--- config.mk ---
export PLATFORM = sky130hd
export DESIGN_NAME = second_diff_integrator
export DESIGN_NICKNAME = d
export VERILOG_FILES = /design/src/rtl/second_diff_integrator.sv
export SDC_FILE = /design/constraint.sdc
export NUM_CORES = 1
export LEC_CHECK = 0
export ABC_AREA = 1
export BUFFER_PORTS_ARGS = -buffer_cell sky130_fd_sc_hd__buf_2
export CAP_MARGIN = 5
export CORE_AREA = 2 2 99 101
export CTS_CLUSTER_DIAMETER = 80
export CTS_CLUSTER_SIZE = 10
export DETAILED_ROUTE_END_ITERATION = 6
export DIE_AREA = 0 0 101 103
export MAX_ROUTING_LAYER = met4
export RECOVER_POWER = 50
export SLEW_MARGIN = 15
export SYNTH_ARGS = -nofsm -noshare
export SYNTH_HDL_FRONTEND = slang
export SYNTH_SLANG_ARGS = --single-unit
--- constraint.sdc ---
create_clock -name CLK -period 3.19 [get_ports CLK]
set_clock_uncertainty 0.1 [all_clocks]
set_input_delay 0.7975 -clock CLK [delete_from_list [all_inputs] [get_ports CLK]]
set_output_delay 0.7975 -clock CLK [all_outputs]
set_load 0.02 [all_outputs]
--- src/rtl/second_diff_integrator.sv ---
// Double integrator rebuilding x[n] = d[n] + 2*x[n-1] - x[n-2] per frame. Latency 1 cycle, IN_READY drops while an output stalls.
// Saturating output format when SECOND_DIFF_INTEGRATOR_SATURATE_EN is defined, two's-complement wrap otherwise.
module second_diff_integrator #(
    parameter int DIN_W     = 16,
    parameter int DOUT_W    = 16,
    parameter int ACC_W     = 24,
    parameter int FRAME_LEN = 64
) (
    input  logic              CLK,
    input  logic              RST,
    input  logic              CLR,
    input  logic [DIN_W-1:0]  IN_DATA,
    input  logic              IN_VALID,
    output logic              IN_READY,
    output logic [DOUT_W-1:0] OUT_DATA,
    output logic              OUT_VALID,
    input  logic              OUT_READY,
    output logic              OUT_LAST,
    output logic [7:0]        FRAME_CNT
);

    typedef enum logic {IDLE, RUN} state_t;

    localparam logic [7:0] LAST_IDX = 8'(FRAME_LEN - 1);

    state_t            state_q, state_d;
    logic [ACC_W-1:0]  x1_q, x1_d;
    logic [ACC_W-1:0]  x2_q, x2_d;
    logic [7:0]        cnt_q, cnt_d;
    logic [DOUT_W-1:0] dout_q, dout_d;
    logic              vld_q, vld_d;
    logic              last_q, last_d;

    logic              accept;
    logic              xfer;
    logic [ACC_W-1:0]  d_ext;
    logic [ACC_W-1:0]  y;
    logic [DOUT_W-1:0] y_fmt;

    assign IN_READY = RST & ~CLR & (~vld_q | OUT_READY);
    assign accept   = IN_VALID & IN_READY;
    assign xfer     = vld_q & OUT_READY;

    assign d_ext = {{(ACC_W-DIN_W){IN_DATA[DIN_W-1]}}, IN_DATA};
    assign y     = d_ext + {x1_q[ACC_W-2:0], 1'b0} - x2_q;

`ifdef SECOND_DIFF_INTEGRATOR_SATURATE_EN
    logic in_range;

    // Y fits DOUT_W when all bits from the output sign bit upward agree.
    assign in_range = (&y[ACC_W-1:DOUT_W-1]) | ~(|y[ACC_W-1:DOUT_W-1]);

    always_comb begin
        y_fmt = y[DOUT_W-1:0];
        if (!in_range) begin
            y_fmt = y[ACC_W-1] ? {1'b1, {(DOUT_W-1){1'b0}}}
                               : {1'b0, {(DOUT_W-1){1'b1}}};
        end
    end
`else
    assign y_fmt = y[DOUT_W-1:0];
`endif

    always_comb begin
        state_d = state_q;
        x1_d    = x1_q;
        x2_d    = x2_q;
        cnt_d   = cnt_q;
        dout_d  = dout_q;
        vld_d   = vld_q;
        last_d  = last_q;

        if (xfer) begin
            vld_d = 1'b0;
        end

        if (CLR) begin
            // Pending output is left alone; only the frame history restarts.
            x1_d    = '0;
            x2_d    = '0;
            cnt_d   = '0;
            state_d = IDLE;
        end else if (accept) begin
            vld_d  = 1'b1;
            dout_d = y_fmt;
            x1_d   = y;
            x2_d   = x1_q;
            last_d = 1'b0;
            case (state_q)
                IDLE: begin
                    cnt_d   = 8'd1;
                    state_d = RUN;
                end
                RUN: begin
                    if (cnt_q == LAST_IDX) begin
                        last_d  = 1'b1;
                        cnt_d   = '0;
                        x1_d    = '0;
                        x2_d    = '0;
                        state_d = IDLE;
                    end else begin
                        cnt_d = cnt_q + 8'd1;
                    end
                end
                default: state_d = IDLE;
            endcase
        end
    end

    always_ff @(posedge CLK) begin
        if (!RST) begin
            state_q <= IDLE;
            x1_q    <= '0;
            x2_q    <= '0;
            cnt_q   <= '0;
            dout_q  <= '0;
            vld_q   <= 1'b0;
            last_q  <= 1'b0;
        end else begin
            state_q <= state_d;
            x1_q    <= x1_d;
            x2_q    <= x2_d;
            cnt_q   <= cnt_d;
            dout_q  <= dout_d;
            vld_q   <= vld_d;
            last_q  <= last_d;
        end
    end

    assign OUT_DATA  = dout_q;
    assign OUT_VALID = vld_q;
    assign OUT_LAST  = last_q;
    assign FRAME_CNT = cnt_q;

endmodule

==> results of run 1 <==
==> area by class of cell <==
class                           instances  area, um^2
Tap cell                              114         143
Timing Repair Buffer                   52         249
Inverter                              133         500
Multi-Input combinational cell        353        1900
Clock inverter                          4        47.5
Clock buffer                           12         165
Fill cell                            1041        5270
Sequential cell                        59        1180
==> how the worst max path moves through the flow <==
stage	cells past startpoint	slack (ns)	end
2_1_floorplan	13	0.35	OUT_DATA[5]
3_3_place_gp	14	0.15	OUT_DATA[5]
3_5_place_dp	14	0.08	OUT_DATA[5]
4_1_cts	14	0.44	OUT_DATA[5]
5_1_grt	9	0.27	x2_q[15]
6_report	14	0.44	OUT_DATA[5]
==> cell families after synthesis <==
kind of cell / synth area share
xor gates and xnor gates: 0.00716
DFF: 0.322
AOI/OAI and AO/OA: 0.0886
and+or+nand+nor: 0.289
buffers and inverters: 0.157
adders and majority gates: 0.136
==> registers in the layout, summed over array words and instances (netlist names) <==
signal	flops
state_q	1
OUT_VALID	1
OUT_DATA	16
x1_q	16
FRAME_CNT	8
x2_q	16
OUT_LAST	1
==> routing by layer <==
layer  part of all wire  up-vias
li1                   -     1780
met1               0.47     1527
met2               0.47       65
met3              0.036       19
met4              0.021        0
met5                  0        -
==> cells in the final DEF, fill, tap and decap left out <==
master and count:
or2_1 1, xor2_1 1, xnor2_1 2, nor2_2 2, o21ai_1 1, nor2_1 43
nand3_1 30, nor3_1 7, clkinvlp_4 1, ha_1 16, buf_4 3, buf_12 1
dfxtp_1 59, fa_1 15, o21ai_0 9, inv_1 132, a21oi_1 52, o211ai_1 1
nand2_1 163, clkinvlp_2 1, clkinv_2 2, nor2_8 1, or2_2 2, clkbuf_8 12
buf_2 21, bufinv_16 1, nor3b_1 1, nand4_1 5, clkbuf_1 27, a211oi_1 1
==> where the power goes <==
group	switching [mW]	leakage [nW]	internal, mW
logic	0.226	1.53	0.119
clock network	0.308	0.108	0.422
registers	0.0113	0.478	0.753
==> worst reg2reg max path, stage by stage (launching register included) <==
cell and delay, ns:
dfxtp_1 0.36, inv_1 0.08, fa_1 0.51, inv_1 0.04, ha_1 0.22, inv_1 0.08
fa_1 0.20, inv_1 0.07, nand3_1 0.06, nand3_1 0.13, or2_2 0.30, a21oi_1 0.17
or2_1 0.13, inv_1 0.03
==> through the flow <==
step	util	power [mW]
6_report	0.443	1.84
5_1_grt	0.443	1.95
4_1_cts	0.448	1.87
3_5_place_dp	0.425	1.13
3_3_place_gp	0.425	1.13
2_1_floorplan	-	1.04
==> results.toml, run 1 <==
[outcome]
status = "complete, no violations"

[floorplan]
placementRows = 36
ioPinCount = 48
die_w_um = 101
die-height_um = 103
core_area_um2 = 9460
die_area_um2 = 10400
initial_utilization = 0.388

[setup_path]
crit_required_ns = 3.33
worstPathMaxFanout = 4
reg2reg_depth = 13
critPathTopFamily = "adder cells"
reg2reg_slack_ns = 0.62
cp_slowest_cell = "fa_1"
slowest_delay_ns = 0.54
endpoint_kind = "flop"
worst-path-buf-inv = 6
cp_data_arrival_time_ns = 2.90
cp-startpoint = "IN_DATA[1]"
critPathKind = "primary input to flop"
cpMostUsedCell = "inv_1"
critical_path.startpoint_type = "primary input"
reg2reg_from = "x1_q[0]"
crit_chain = "buf_2 > inv_1 > fa_1 > inv_1 > ha_1 > inv_1 > fa_1 > inv_1 > nand3_1 > nand3_1 > or2_2 > a21oi_1 > or2_1 > inv_1"
r2r_end = "OUT_DATA[5]"

[clocking]
post_cts_resized = 0
clock_path_buffers = 2
cts_tree = "done"
hold_buffers = 0
clock_tree.root_cell = "clkbuf_8"
clk-insertion-delay-late_ns = 0.34
cts_sinks = 59
postCtsSetupBuffers = 0
cts.htree.levels = 3
path_clk_slew_ns = 0.07
cts_buffers = 9

[layout]
syn2layout_area_growth_pct = 14.0
layout-drive-gt1-share = 0.0767
instances_no_fill = 727
fin_nets = 660
antennaDiodeCount = 0
fin_area_um2 = 4190

[drt]
drc_errors = 0
wirelength_um = 8620
drt_iter0_markers = 91
via_count = 3391
viasPerCell = 4.66
wl_per_cell_um = 11.9
firstDrtPassIters = 4
antenna_left = 0

[global_route]
grt.met1_usage = 0.222
grt_busiest_layer = "met2"
grt_use_met3 = 0.0373
antenna_found_initial = 0
grt_overflow = 0
grt_pass1_vias = 3279
grt_max_degree = 32
grt_usage = 0.184
use_met2 = 0.312
grt_first_pass_wirelength_um = 14800

[worst_hold_path]
hp-class = "flop to flop"
whs_path_depth = 2
hp-start = "OUT_DATA[2]"
min_to = "OUT_DATA[2]"

[synth]
avgSynthCellArea_um2 = 6.56
yosys_warnings = 0
synth_flop_cell = "dfxtp_1"
yosysSeqAreaShare = 0.322
syn_area_um2 = 3670
synth_top_area_cell = "dfxtp_1"
syn-num-nets = 612
synth_cell_types = 29
synth_area_leaders = "dfxtp_1, nand2_1, inv_1"
syn-instance-count = 560
synthArstFlopShare = 0
yosysMostFrequentCell = "nand2_1"
synth_top_area_frac = 0.322
ys_seq_elements = 59
ys_top_cells_by_count = "nand2_1, inv_1, dfxtp_1, a21oi_1, nor2_1"
synth-edff-count = 0

[sta]
relSlewSlack = 0.459
min_period_ns = 2.75
slew_violations = 0
setup_tns_ns = 0
rsz0062_at_grt = "false"
setup_slack_ns = 0.435
timing.fmax_mhz = 363
setup_viol = 0
finalHoldViolCount = 0
fin_crit_sh = 0.864
worst_pin_slew_ns = 0.811
whs_ns = 0.367

[placed_design]
dp_cells = 711
port_buffers = 47
dp_hpwl_um = 6410
place_ws_ns = 0.0835
place_area_um2 = 4020
gp_congestion = 0.889

[power]
p_per_area_nw_per_um2 = 439
leakage_nw = 2.11
irDropWorstVdd_mv = 0.297

[job]
drv_cap = 0
No activity file was read; power rests on OpenSTA's default activity.
==> run 2: changes to the inputs <==
- CELL_PAD_IN_SITES_DETAIL_PLACEMENT: default -> 0
- CELL_PAD_IN_SITES_GLOBAL_PLACEMENT: default -> 1
- PLACE_DENSITY_LB_ADDON: default -> 0.1
==> run 2 against run 1 <==
Against the previous run: sequential power is essentially flat; via count shrank 2.5%; sequential share of layout area is 0.19 points higher; cell area shrank 0.66%; die area is the same; final cell count did not move; count of clock-buffer cells in the layout fell by 2; largest cell class unchanged; worst hold slack worse by 0.024 ns; register-to-register slack got worse by 0.05 ns; global-route usage is 1.2 points higher.
==> results.toml, run 2 (synthesis gave the netlist of run 1 again) <==
[layout]
layout_commonest_cell = "nand2_1"
fin_nets = 661
fill_cells = 1057
instances_no_fill = 727
syn2layout_area_growth_pct = 13.3
antennaDiodeCount = 0
layout_common_cells = "nand2_1, inv_1, dfxtp_1"
layout-drive-gt1-share = 0.0767

[placed_design]
dp_hpwl_um = 6830
dp_cells = 712
port_buffers = 47
gp_congestion = 0.844

[drt]
wl_per_cell_um = 12.6
drc_errors = 0
antenna_left = 0
firstDrtPassIters = 4
via_count = 3307
drt_iter0_markers = 110
viasPerCell = 4.55
wirelength_um = 9190

[floorplan]
initial_utilization = 0.388
placementRows = 36
die_w_um = 101
die_area_um2 = 10400
ioPinCount = 48
core_area_um2 = 9460
die-height_um = 103

[power]
intPower_mw = 1.25
leakage_nw = 2.10
switchingPower_mw = 0.568
p_comb_frac = 0.195
pwr-share-clk = 0.384
irDropWorstVdd_mv = 0.158
swShare = 0.313
p_per_area_nw_per_um2 = 436
pwr-share-seq = 0.421

[sta]
setup_viol = 0
rsz0062_at_grt = "false"
min_period_ns = 2.81
relSlewSlack = 0.465
fin_crit_sh = 0.880
worst_pin_slew_ns = 0.800
finalHoldViolCount = 0
slew_violations = 0
timing.fmax_mhz = 356
setup_tns_ns = 0

[clocking]
hold_buffers = 0
clock_path_buffers = 2
clk-insertion-delay-late_ns = 0.34
post_cts_resized = 0
cts_sinks = 59
clock_tree.root_cell = "clkbuf_8"
cts_tree = "done"
cts.htree.levels = 3
postCtsSetupBuffers = 0
cts_buffers = 9
path_clk_slew_ns = 0.08

[global_route]
antenna_found_initial = 0
grt_pass1_vias = 3161
grt_first_pass_wirelength_um = 15400
grt_use_met3 = 0.0407
grt.met1_usage = 0.263
grt_busiest_layer = "met2"
grt_max_degree = 29
grt_overflow = 0
grt_usage = 0.197
use_met2 = 0.304

[setup_path]
worstPathMaxFanout = 4
endpoint_kind = "flop"
cp_data_arrival_time_ns = 2.95
critPathKind = "primary input to flop"
crit_required_ns = 3.33
reg2reg_slack_ns = 0.57
critical_path.startpoint_type = "primary input"

[outcome]
status = "complete, no violations"

[job]
drv_cap = 0

[worst_hold_path]
hp-class = "flop to flop"
[run 2: cell types whose count changed in the layout (fill, tap and decap cells not counted), sizes merged]
cell	delta
clkbuf	-1
clkinvlp	-1
clkinv	+2
[run 2: final timing paths]
check / startpoint / endpoint / cells after the start
worst max-delay path: IN_DATA[1] / OUT_DATA[5] / 14
worst min-delay path: x1_q[7] / x2_q[7] / 2
worst max register to register: x1_q[0] / OUT_DATA[5] / 13
worst min register to register: x1_q[7] / x2_q[7] / 2
[run 2: routing by layer]
layer	vias up	share of wire
li1	1778	-
met1	1477	0.51
met2	41	0.45
met3	11	0.029
met4	0	0.012
met5	-	0
[run 2: final cells by class]
class	count	area, um^2	share of cell area
inverter	133	500	0.120
multi-input combinational	353	1900	0.457
clock inverter	5	53.8	0.0129
sequential	59	1180	0.284
tap	114	143	0.0343
clock buffer	10	138	0.0331
timing repair buffer	53	243	0.0584
[run 2: per-stage QoR]
step / worst slack [ns] / utilization / hold slack (ns) / cell area (um^2) / total power, mW
CTS: 0.404 / 0.445 / 0.352 / 4210 / 1.85
finish: 0.382 / 0.440 / 0.343 / 4160 / 1.82
detailed placement: 0.0317 / 0.425 / 0.353 / 4020 / 1.14
floorplan: 0.351 / - / 0.339 / 3670 / 1.04
global route: 0.245 / 0.440 / 0.373 / 4160 / 1.93
global placement: 0.107 / 0.425 / 0.353 / 4020 / 1.14
[run 2: power groups by stage]
stage                     Sequential, mW  Clock [mW]  Combinational, mW
final                              0.765       0.697              0.353
after global routing               0.766       0.759              0.409
after CTS                          0.765       0.720              0.363
after detailed placement           0.782           0              0.361
after global placement             0.782           0              0.359
after floorplan                    0.793           0              0.247
[run 2: critical path, stage by stage]
cell	delay (ns)
buf_2	0.07
inv_1	0.04
fa_1	0.53
inv_1	0.04
ha_1	0.23
inv_1	0.08
fa_1	0.20
inv_1	0.06
nand3_1	0.06
nand3_1	0.14
or2_2	0.31
a21oi_1	0.20
or2_1	0.14
inv_1	0.04
